==> src/rtl/proc_pkg.sv <==
// Shared processor constants: address/data widths, reset PC,
// prefetch depth and the opcode map used by decode.
package proc_pkg;

    localparam int PROC_AW = 9;
    localparam int PROC_DW = 32;
    localparam int FQ_DEPTH = 4;
    localparam logic [PROC_AW-1:0] PROC_RESET_PC = '0;

    localparam logic [3:0] OP_IRMOV = 4'h1;
    localparam logic [3:0] OP_ALU_RR = 4'h2;
    localparam logic [3:0] OP_ALU_RI = 4'h3;
    localparam logic [3:0] OP_MEM = 4'h4;

endpackage

==> src/rtl/fq_fifo.sv <==
// Circular prefetch buffer of DEPTH entries with synchronous clear.
// The head is read combinationally from the storage at rd_ptr.
module fq_fifo #(
    parameter int DEPTH = 4,
    parameter int WIDTH = 41
) (
    input  logic                       clock,
    input  logic                       reset,
    input  logic                       clear,
    input  logic                       wr_en,
    input  logic [WIDTH-1:0]           wr_data,
    input  logic                       rd_en,
    output logic [WIDTH-1:0]           rd_data,
    output logic [$clog2(DEPTH):0]     count
);

    localparam int PW = $clog2(DEPTH);
    localparam int CW = PW + 1;

    logic [WIDTH-1:0] mem [DEPTH];
    logic [PW-1:0]    wr_ptr;
    logic [PW-1:0]    rd_ptr;
    logic             do_rd;
    logic             full;

    assign do_rd = rd_en && (count != '0);
    assign full = (count == CW'(DEPTH));
    assign rd_data = mem[rd_ptr];

    always_ff @(posedge clock or posedge reset) begin
        if (reset) begin
            wr_ptr <= '0;
            rd_ptr <= '0;
            count <= '0;
            for (int i = 0; i < DEPTH; i++) begin
                mem[i] <= '0;
            end
        end else if (clear) begin
            wr_ptr <= '0;
            rd_ptr <= '0;
            count <= '0;
        end else begin
            if (wr_en) begin
                mem[wr_ptr] <= wr_data;
                wr_ptr <= wr_ptr + 1'b1;
            end
            if (do_rd) begin
                rd_ptr <= rd_ptr + 1'b1;
            end
            count <= count + CW'(wr_en) - CW'(do_rd);
        end
    end

    // Credit logic upstream must never push into a full buffer
    // unless the head leaves in the same cycle.
    a_no_overflow : assert property (
        @(posedge clock) disable iff (reset || clear)
        !(wr_en && full && !do_rd)
    );

endmodule

==> src/rtl/fetch_queue.sv <==
// Instruction fetch: owns the PC, issues RAM reads under a credit
// limit and buffers PC-tagged words for decode.
module fetch_queue
    import proc_pkg::*;
#(
    parameter int DEPTH = FQ_DEPTH,
    parameter int AW = PROC_AW,
    parameter int DW = PROC_DW,
    parameter logic [AW-1:0] RESET_PC = PROC_RESET_PC
) (
    input  logic                    clock,
    input  logic                    reset,
    input  logic                    working,
    input  logic                    mem_busy,
    output logic                    mem_req,
    output logic [AW-1:0]           mem_addr,
    input  logic [DW-1:0]           mem_rdata,
    input  logic                    redirect_valid,
    input  logic [AW-1:0]           redirect_pc,
    output logic                    instr_valid,
    input  logic                    instr_ready,
    output logic [DW-1:0]           instr,
    output logic [AW-1:0]           instr_pc,
    output logic [AW-1:0]           pc,
    output logic [$clog2(DEPTH):0]  count
);

    localparam int CW = $clog2(DEPTH) + 1;

    logic          inflight;
    logic [AW-1:0] tag;
    logic          credit_ok;
    logic          wr_en;
    logic [AW+DW-1:0] head;

    // Reserve a slot for the read in flight so the queue cannot overflow.
    assign credit_ok = (count + CW'(inflight)) < CW'(DEPTH);

    assign mem_req = ~reset & working & ~mem_busy
                   & ~redirect_valid & credit_ok;
    assign mem_addr = pc;

    // A redirect in the response cycle turns that response stale.
    assign wr_en = inflight & ~redirect_valid;

    always_ff @(posedge clock or posedge reset) begin
        if (reset) begin
            pc <= RESET_PC;
            inflight <= 1'b0;
            tag <= '0;
        end else if (redirect_valid) begin
            pc <= redirect_pc;
            inflight <= 1'b0;
        end else begin
            inflight <= mem_req;
            if (mem_req) begin
                pc <= pc + 1'b1;
                tag <= pc;
            end
        end
    end

    fq_fifo #(
        .DEPTH (DEPTH),
        .WIDTH (AW + DW)
    ) u_fifo (
        .clock   (clock),
        .reset   (reset),
        .clear   (redirect_valid),
        .wr_en   (wr_en),
        .wr_data ({tag, mem_rdata}),
        .rd_en   (instr_valid & instr_ready),
        .rd_data (head),
        .count   (count)
    );

    assign instr_valid = (count != '0);
    assign instr = head[DW-1:0];
    assign instr_pc = head[AW+DW-1:DW];

endmodule

==> config.mk <==
export PLATFORM = sky130hd
export DESIGN_NAME = fetch_queue
export DESIGN_NICKNAME = d
export VERILOG_FILES = /design/src/rtl/proc_pkg.sv /design/src/rtl/fq_fifo.sv /design/src/rtl/fetch_queue.sv
export SDC_FILE = /design/constraint.sdc
export NUM_CORES = 1
export LEC_CHECK = 0
export ABC_AREA = 0
export BUFFER_PORTS_ARGS = -buffer_cell sky130_fd_sc_hd__buf_2
export CORE_AREA = 2 2 172 174
export DETAILED_ROUTE_END_ITERATION = 12
export DIE_AREA = 0 0 174 176
export GPL_TIMING_DRIVEN = 1
export MAX_ROUTING_LAYER = met4
export SETUP_SLACK_MARGIN = 0.15
export SYNTH_ARGS = -nofsm -noshare
export SYNTH_HDL_FRONTEND = slang
export SYNTH_SLANG_ARGS = --single-unit
==> constraint.sdc <==
create_clock -name clock -period 8.34 [get_ports clock]
set_input_delay 1.668 -clock clock [delete_from_list [all_inputs] [get_ports clock]]
set_output_delay 1.668 -clock clock [all_outputs]
set_load 0.01 [all_outputs]
* Word-level counts from Yosys, hierarchy flattened
Cells that the tools add are included.
** Operators by class
- Add/sub/neg operators :: 6
- Reductions and logical operators :: 8
- Bitwise gates (word level) :: 11
- Mux-type cells :: 14
- $lt $le $gt $ge :: 4
** Operator list (count)
- $bwmux W164 :: 1
- $mux W41 :: 3
- $bmux W41 S2 :: 1
- $demux W41 S2 :: 1
- $mux W9 :: 2
- $add A9 B1 Y9 const B :: 1
- $mux W2 :: 4
- $add A3 B1 Y3 :: 2
- $and A1 B1 Y1 :: 6
- $ge A3 B3 Y1 const B :: 2
- $not A2 Y3 :: 2
- $reduce_bool A2 Y1 :: 3
- $add A2 B1 Y2 const B :: 2
- $reduce_and A2 Y1 :: 2
- $lt A3 B1 Y1 const B :: 1
- $lt A3 B3 Y1 const B :: 1
- $mux W3 :: 1
- $not A1 Y1 :: 3
- $reduce_bool A3 Y1 :: 1
- $sub A3 B1 Y3 :: 1
- $logic_and A1 B1 Y1 :: 2
- $mux W1 :: 1
** Storage, ports and cells
- Bits in registers :: 190
- Output and inout bits :: 64
- Word-level logic and storage cells :: 53

* Longest topological paths before layout
- Depth after elaboration :: 7
- Depth in mapped cells :: 10

* Modules after synthesis
From an unflattened synthesis, not the netlist that was laid out.
** Unflattened totals
- Cells, all modules :: 529
- Area, all modules :: 8727.1 um^2
** By module, submodules not included
- fq_fifo :: sequential area each 4279.1 um^2, cells an instance 437, area each 7699.9 um^2, times used 1
- fetch_queue :: sequential area each 475.5 um^2, cells an instance 92, area each 1027.2 um^2, times used 1

* Worst setup path before layout
No wires, ideal clock.
- Path kind :: input -> register
- Start :: in reset
- End :: reg pc[2] (netlist: mem_addr[2])
- Slack :: 1.767 ns
- Arrival time :: 6.446 ns
- Cell stages on the path :: 3
- Data required time :: 8.213 ns
- Path through :: inv_1 > a41oi_1 > a221o_1
** On the way
- Cells in the longest elaborated chain, start to end :: 6
** RTL lines
- from (decl) :: RTL line fetch_queue.sv:12 : input logic reset,
- $not A1 Y1 :: RTL line fetch_queue.sv:39 : assign mem_req = ~reset & working & ~mem_busy
- $and A1 B1 Y1 (2 in a row) :: RTL line fetch_queue.sv:39
- $and A1 B1 Y1 (2 in a row) :: RTL line fetch_queue.sv:40 : & ~redirect_valid & credit_ok;
- $reduce_bool A2 Y1 (no line)
- to (signal assigned) :: RTL line fetch_queue.sv:52 : pc <= redirect_pc;
- to (signal assigned) :: RTL line fetch_queue.sv:57 : pc <= pc + 1'b1;
- to (decl) :: RTL line fetch_queue.sv:24 : output logic [AW-1:0] pc,
No other way between the ends.
A chain may end at the register's enable or synchronous reset.

* Worst setup path after layout
- Start :: in redirect_valid
- End :: out mem_req
** On the way
- Cells in the longest elaborated chain, start to end :: 3
** RTL lines
- from (decl) :: RTL line fetch_queue.sv:18 : input logic redirect_valid,
- $not A1 Y1 (no line)
- $and A1 B1 Y1 (2 in a row) :: RTL line fetch_queue.sv:40
- to (decl) :: RTL line fetch_queue.sv:15 : output logic mem_req,
No other way between the ends.

==> results summary <==
The slew at the pin with the worst max-slew slack came out at 0.9606 ns. The critical path in this run is classified as primary input to output pin. The final count of hold timing violations came out at 0. The switching power share of the total is 0.3067. When the netlist entered floorplanning its net count stood at 602.

The wire length on met2 is 8430 um. In this run the deepest clock path goes through 2 buffers. The worst path buffer plus inverter count is 3. The part of the power in combinational logic came out at 0.243. The maximum number of pins on one net before global-route repair came out at 119. The global placer's final weighted congestion is 0.7521. The minimum hold slack is 0.5019 ns.

The share of total power dissipated in sequential elements is 0.454. The diode insertion count for antenna repair is 0. The total internal power came out at 1.770 mW.

The remaining max-slew budget at the tightest pin is 0.3596. The count of buffers from port buffering is 110. 111 I/O pins were placed.

The met3 wire length came out at 598 um. In this run the worst hold path is classified as register to register. The achievable clock frequency came out at 218.0 MHz. The final worst-path setup slack came out at 3.754 ns.

The library cell used most frequently in the layout, excluding fill and tap cells, is sky130_fd_sc_hd__dfrtp_1. In the global route stage, overall resource usage came out at 0.1263. The count of different cell masters after synthesis came out at 36. The static leakage came out at 4.789 nW. The post-placement setup slack is 3.776 ns.

The post-synthesis instance area came out at 0.008499 mm2. After detailed routing, the wire length on met1 is 8765 um. In this run the mean area of a mapped cell was 15.54 um2. The smallest clock period supported by the final layout is computed as 4.587 ns.

In the routed layout, each cell is associated on average with a via count of 4.674. The routed via count is 4,861. Of the total power, the clock network draws 0.303. In this run, post-CTS hold repair placed 0 buffers. Across the routed clock network, the largest skew measured is 0.01185 ns.

In this run the remaining antenna-violating nets after routing total 0. Broken down by cell family, the worst path's largest delay share belongs to simple AND/OR/NAND/NOR gates. The number of nets in the layout is 699.

The top fanout value on the critical path is 27. The clock edge transition at the registers on the reported setup and hold paths is 0.07 ns. The remaining global-route overflow came out at 0.

The dominant cell type by count on the critical path is sky130_fd_sc_hd__buf_2. STA classifies the critical path startpoint as a primary input. The run finished with clean final reports. In the layout the commonest cells are sky130_fd_sc_hd__dfrtp_1, sky130_fd_sc_hd__mux2_2, sky130_fd_sc_hd__buf_2. For this design, the slowest cell found on the critical path is sky130_fd_sc_hd__and2_1. Buffers inserted during clock tree synthesis total 17. Compared with the post-synthesis result, the final layout area differs by 16.94%. The TritonCTS sink count is 190.

The number of slew-limit violations in the final report came out at 0. Of the available clock period, the critical path in the final layout requires 0.5499. The area of the core came out at 0.02855 mm2. The die is 174 um wide.

The number of DRC markers after the initial detailed-route iteration came out at 197. During synthesis, Yosys emitted a total of 0 warnings. The switching power of the nets came out at 783.0 uW. The detailed-router iteration count before antenna repair is 4. The signal on the critical path passes through buf_2 > nor2_1 > and2_1 > nand2_4 > inv_6 > buf_2.

The uppermost metal layer occupied by signal nets is met4. Dividing total power by cell area gives a power density of 256.9 mW/mm2. Setup repair after global routing left no endpoint under its margin. Of the cells placed in the final design, the portion with a size suffix greater than 1 is 0.5595. The final non-filler cell total is 1,040. The cell count after placement is 1,009. The accumulated negative setup slack came out at 0 ns.

The number of standard cells after synthesis came out at 547. For the worst-skew pair, the clock arrives at the later sink with an insertion delay of 0.43 ns. Setup violations remaining at the end of the flow were counted as 0. The total wirelength of the detailed-routed design came out at 18,020 um.

In this run the core area contains 62 standard-cell rows. The starting density of the core is 0.2977. TritonCTS built the clock tree. The number of global-route vias before repair is 5,096. The endpoint required time on the critical path is 6.67 ns. The layout has 2,823 filler cells. The die height came out at 176 um.

The root buffer cell is sky130_fd_sc_hd__clkbuf_16. The worst setup path is captured at an output pin. The post-CTS setup repair buffer count came out at 0. Of the synthesized area, sequential elements account for 0.5594. The highest ir drop seen on vdd came out at 128.5 uV. The number of remaining DRC errors is 0. The number of stages on the worst hold path came out at 1. Synthesis inferred 190 register bits. The count of cells resized by post-cts repair is 0.

The first global-routing pass estimated 28,950 um of wire. The critical path crosses 6 cells after its start point. The number of cell instances on the worst register-to-register path came out at 4. The count of maximum capacitance violations came out at 0. The number of antenna violations at the first check in global routing came to 0.

The H-tree was split into 4 levels. The delay of the slowest cell on the worst path is 0.37 ns. The die area is 0.03062 mm2. At the worst endpoint, the arrival time is 2.92 ns.

The post-detailed-placement half-perimeter wirelength is 10,920 um. The average routed wire per standard cell came out at 17.32 um.
[registers in the layout, summed over array words and instances, names as in the netlist]
signal,count
inflight,1
mem_addr,9
tag,9
u_fifo.count,3
u_fifo.mem,164
u_fifo.rd_ptr,2
u_fifo.wr_ptr,2
[per-layer routing]
layer,vias to the layer above,track usage
met1,2550,0.1731
met3,15,0.02369
li1,2200,-
met4,0,0.03466
met5,-,-
met2,96,0.1931
[Yosys cell counts]
| master | number | area, um2 |
|---|---|---|
| sky130_fd_sc_hd__xor2_4 | 1 | 27.53 |
| sky130_fd_sc_hd__o211ai_1 | 6 | 45.04 |
| sky130_fd_sc_hd__and2_1 | 3 | 18.77 |
| sky130_fd_sc_hd__mux2_1 | 3 | 33.78 |
| sky130_fd_sc_hd__mux2i_1 | 1 | 10.01 |
| sky130_fd_sc_hd__inv_6 | 1 | 8.760 |
| sky130_fd_sc_hd__buf_1 | 2 | 7.510 |
| sky130_fd_sc_hd__o31a_2 | 1 | 10.01 |
| sky130_fd_sc_hd__nand2_4 | 1 | 11.26 |
| sky130_fd_sc_hd__o21ai_0 | 13 | 65.06 |
| sky130_fd_sc_hd__xnor2_1 | 4 | 35.03 |
| sky130_fd_sc_hd__dfrtp_1 | 190 | 4755 |
| sky130_fd_sc_hd__or3_2 | 1 | 7.510 |
| sky130_fd_sc_hd__nor2_1 | 9 | 33.78 |
| sky130_fd_sc_hd__nand3_1 | 5 | 25.02 |
| sky130_fd_sc_hd__nor3_1 | 4 | 20.02 |
| sky130_fd_sc_hd__mux4_2 | 41 | 923.4 |
| sky130_fd_sc_hd__o31a_1 | 1 | 8.760 |
| sky130_fd_sc_hd__nor4_1 | 1 | 6.260 |
| sky130_fd_sc_hd__a41oi_1 | 1 | 8.760 |
| sky130_fd_sc_hd__xor2_1 | 2 | 17.52 |
| sky130_fd_sc_hd__fa_1 | 1 | 20.02 |
| sky130_fd_sc_hd__buf_2 | 28 | 140.1 |
| sky130_fd_sc_hd__a221o_1 | 2 | 20.02 |
| sky130_fd_sc_hd__nand2_1 | 15 | 56.30 |
| sky130_fd_sc_hd__nand4_1 | 1 | 6.260 |
| sky130_fd_sc_hd__o311ai_1 | 6 | 52.55 |
| sky130_fd_sc_hd__nor2b_1 | 4 | 25.02 |
| sky130_fd_sc_hd__nor2b_2 | 1 | 8.760 |
| sky130_fd_sc_hd__nor4b_1 | 1 | 8.760 |
| sky130_fd_sc_hd__inv_1 | 13 | 48.80 |
| sky130_fd_sc_hd__o21a_1 | 3 | 22.52 |
| sky130_fd_sc_hd__nand3_2 | 1 | 10.01 |
| sky130_fd_sc_hd__buf_4 | 9 | 67.56 |
| sky130_fd_sc_hd__mux2_2 | 164 | 1847 |
| sky130_fd_sc_hd__ha_1 | 7 | 87.58 |
[logic make-up after synthesis]
| logic type | share of synthesized area |
|---|---|
| xor gates and xnor gates | 0.009422 |
| adders and majority gates | 0.01266 |
| and+or+nand+nor | 0.02797 |
| DFF | 0.5594 |
| muxes | 0.3311 |
| buffers and inverters | 0.03209 |
| AOI/OAI and AO/OA | 0.02738 |
[worst paths after layout]
path                       slack (ns)               end            from
max                              3.75           mem_req  redirect_valid
min                              0.50    u_fifo.mem[82]  u_fifo.mem[82]
max reg2reg                      6.17   u_fifo.mem[118]        inflight
min reg2reg                      0.50    u_fifo.mem[82]  u_fifo.mem[82]
max in group asynchronous        5.45  u_fifo.rd_ptr[0]           reset
min in group asynchronous        1.38       mem_addr[3]           reset
[power by group through the flow]
stage / clock network, mW / logic (mW) / registers (mW)
final: 0.773 / 0.621 / 1.16
after global routing: 0.839 / 0.678 / 1.18
after CTS: 0.803 / 0.637 / 1.16
after detailed placement: 0 / 0.636 / 1.18
after global placement: 0 / 0.626 / 1.18
after floorplan: 0 / 0.460 / 1.12
[area by class of cell]
| class | count | area (um2) | share of cell area |
|---|---|---|---|
| Clock buffer | 17 | 425.4 | 0.04280 |
| Clock inverter | 14 | 126.4 | 0.01271 |
| Inverter | 14 | 65.06 | 0.006546 |
| Multi-Input combinational cell | 304 | 3482 | 0.3503 |
| Sequential cell | 190 | 4757 | 0.4786 |
| Tap cell | 384 | 480.5 | 0.04834 |
| Timing Repair Buffer | 117 | 603.1 | 0.06067 |
[worst register-to-register path, stage by stage (launching register included)]
cell and delay [ns]:
sky130_fd_sc_hd__dfrtp_1 0.44, sky130_fd_sc_hd__nor2b_2 0.23, sky130_fd_sc_hd__nand2_2 0.49, sky130_fd_sc_hd__buf_4 0.49
sky130_fd_sc_hd__mux2_2 0.40
[metrics by stage]
| stage | power, mW | area (um2) | util |
|---|---|---|---|
| floorplan | 1.578 | 8499 | - |
| global placement | 1.801 | 9388 | 0.3288 |
| detailed placement | 1.816 | 9388 | 0.3288 |
| CTS | 2.602 | 9940 | 0.3482 |
| global route | 2.701 | 9940 | 0.3482 |
| finish | 2.553 | 9940 | 0.3482 |
Power figures use the tool's default switching activity.
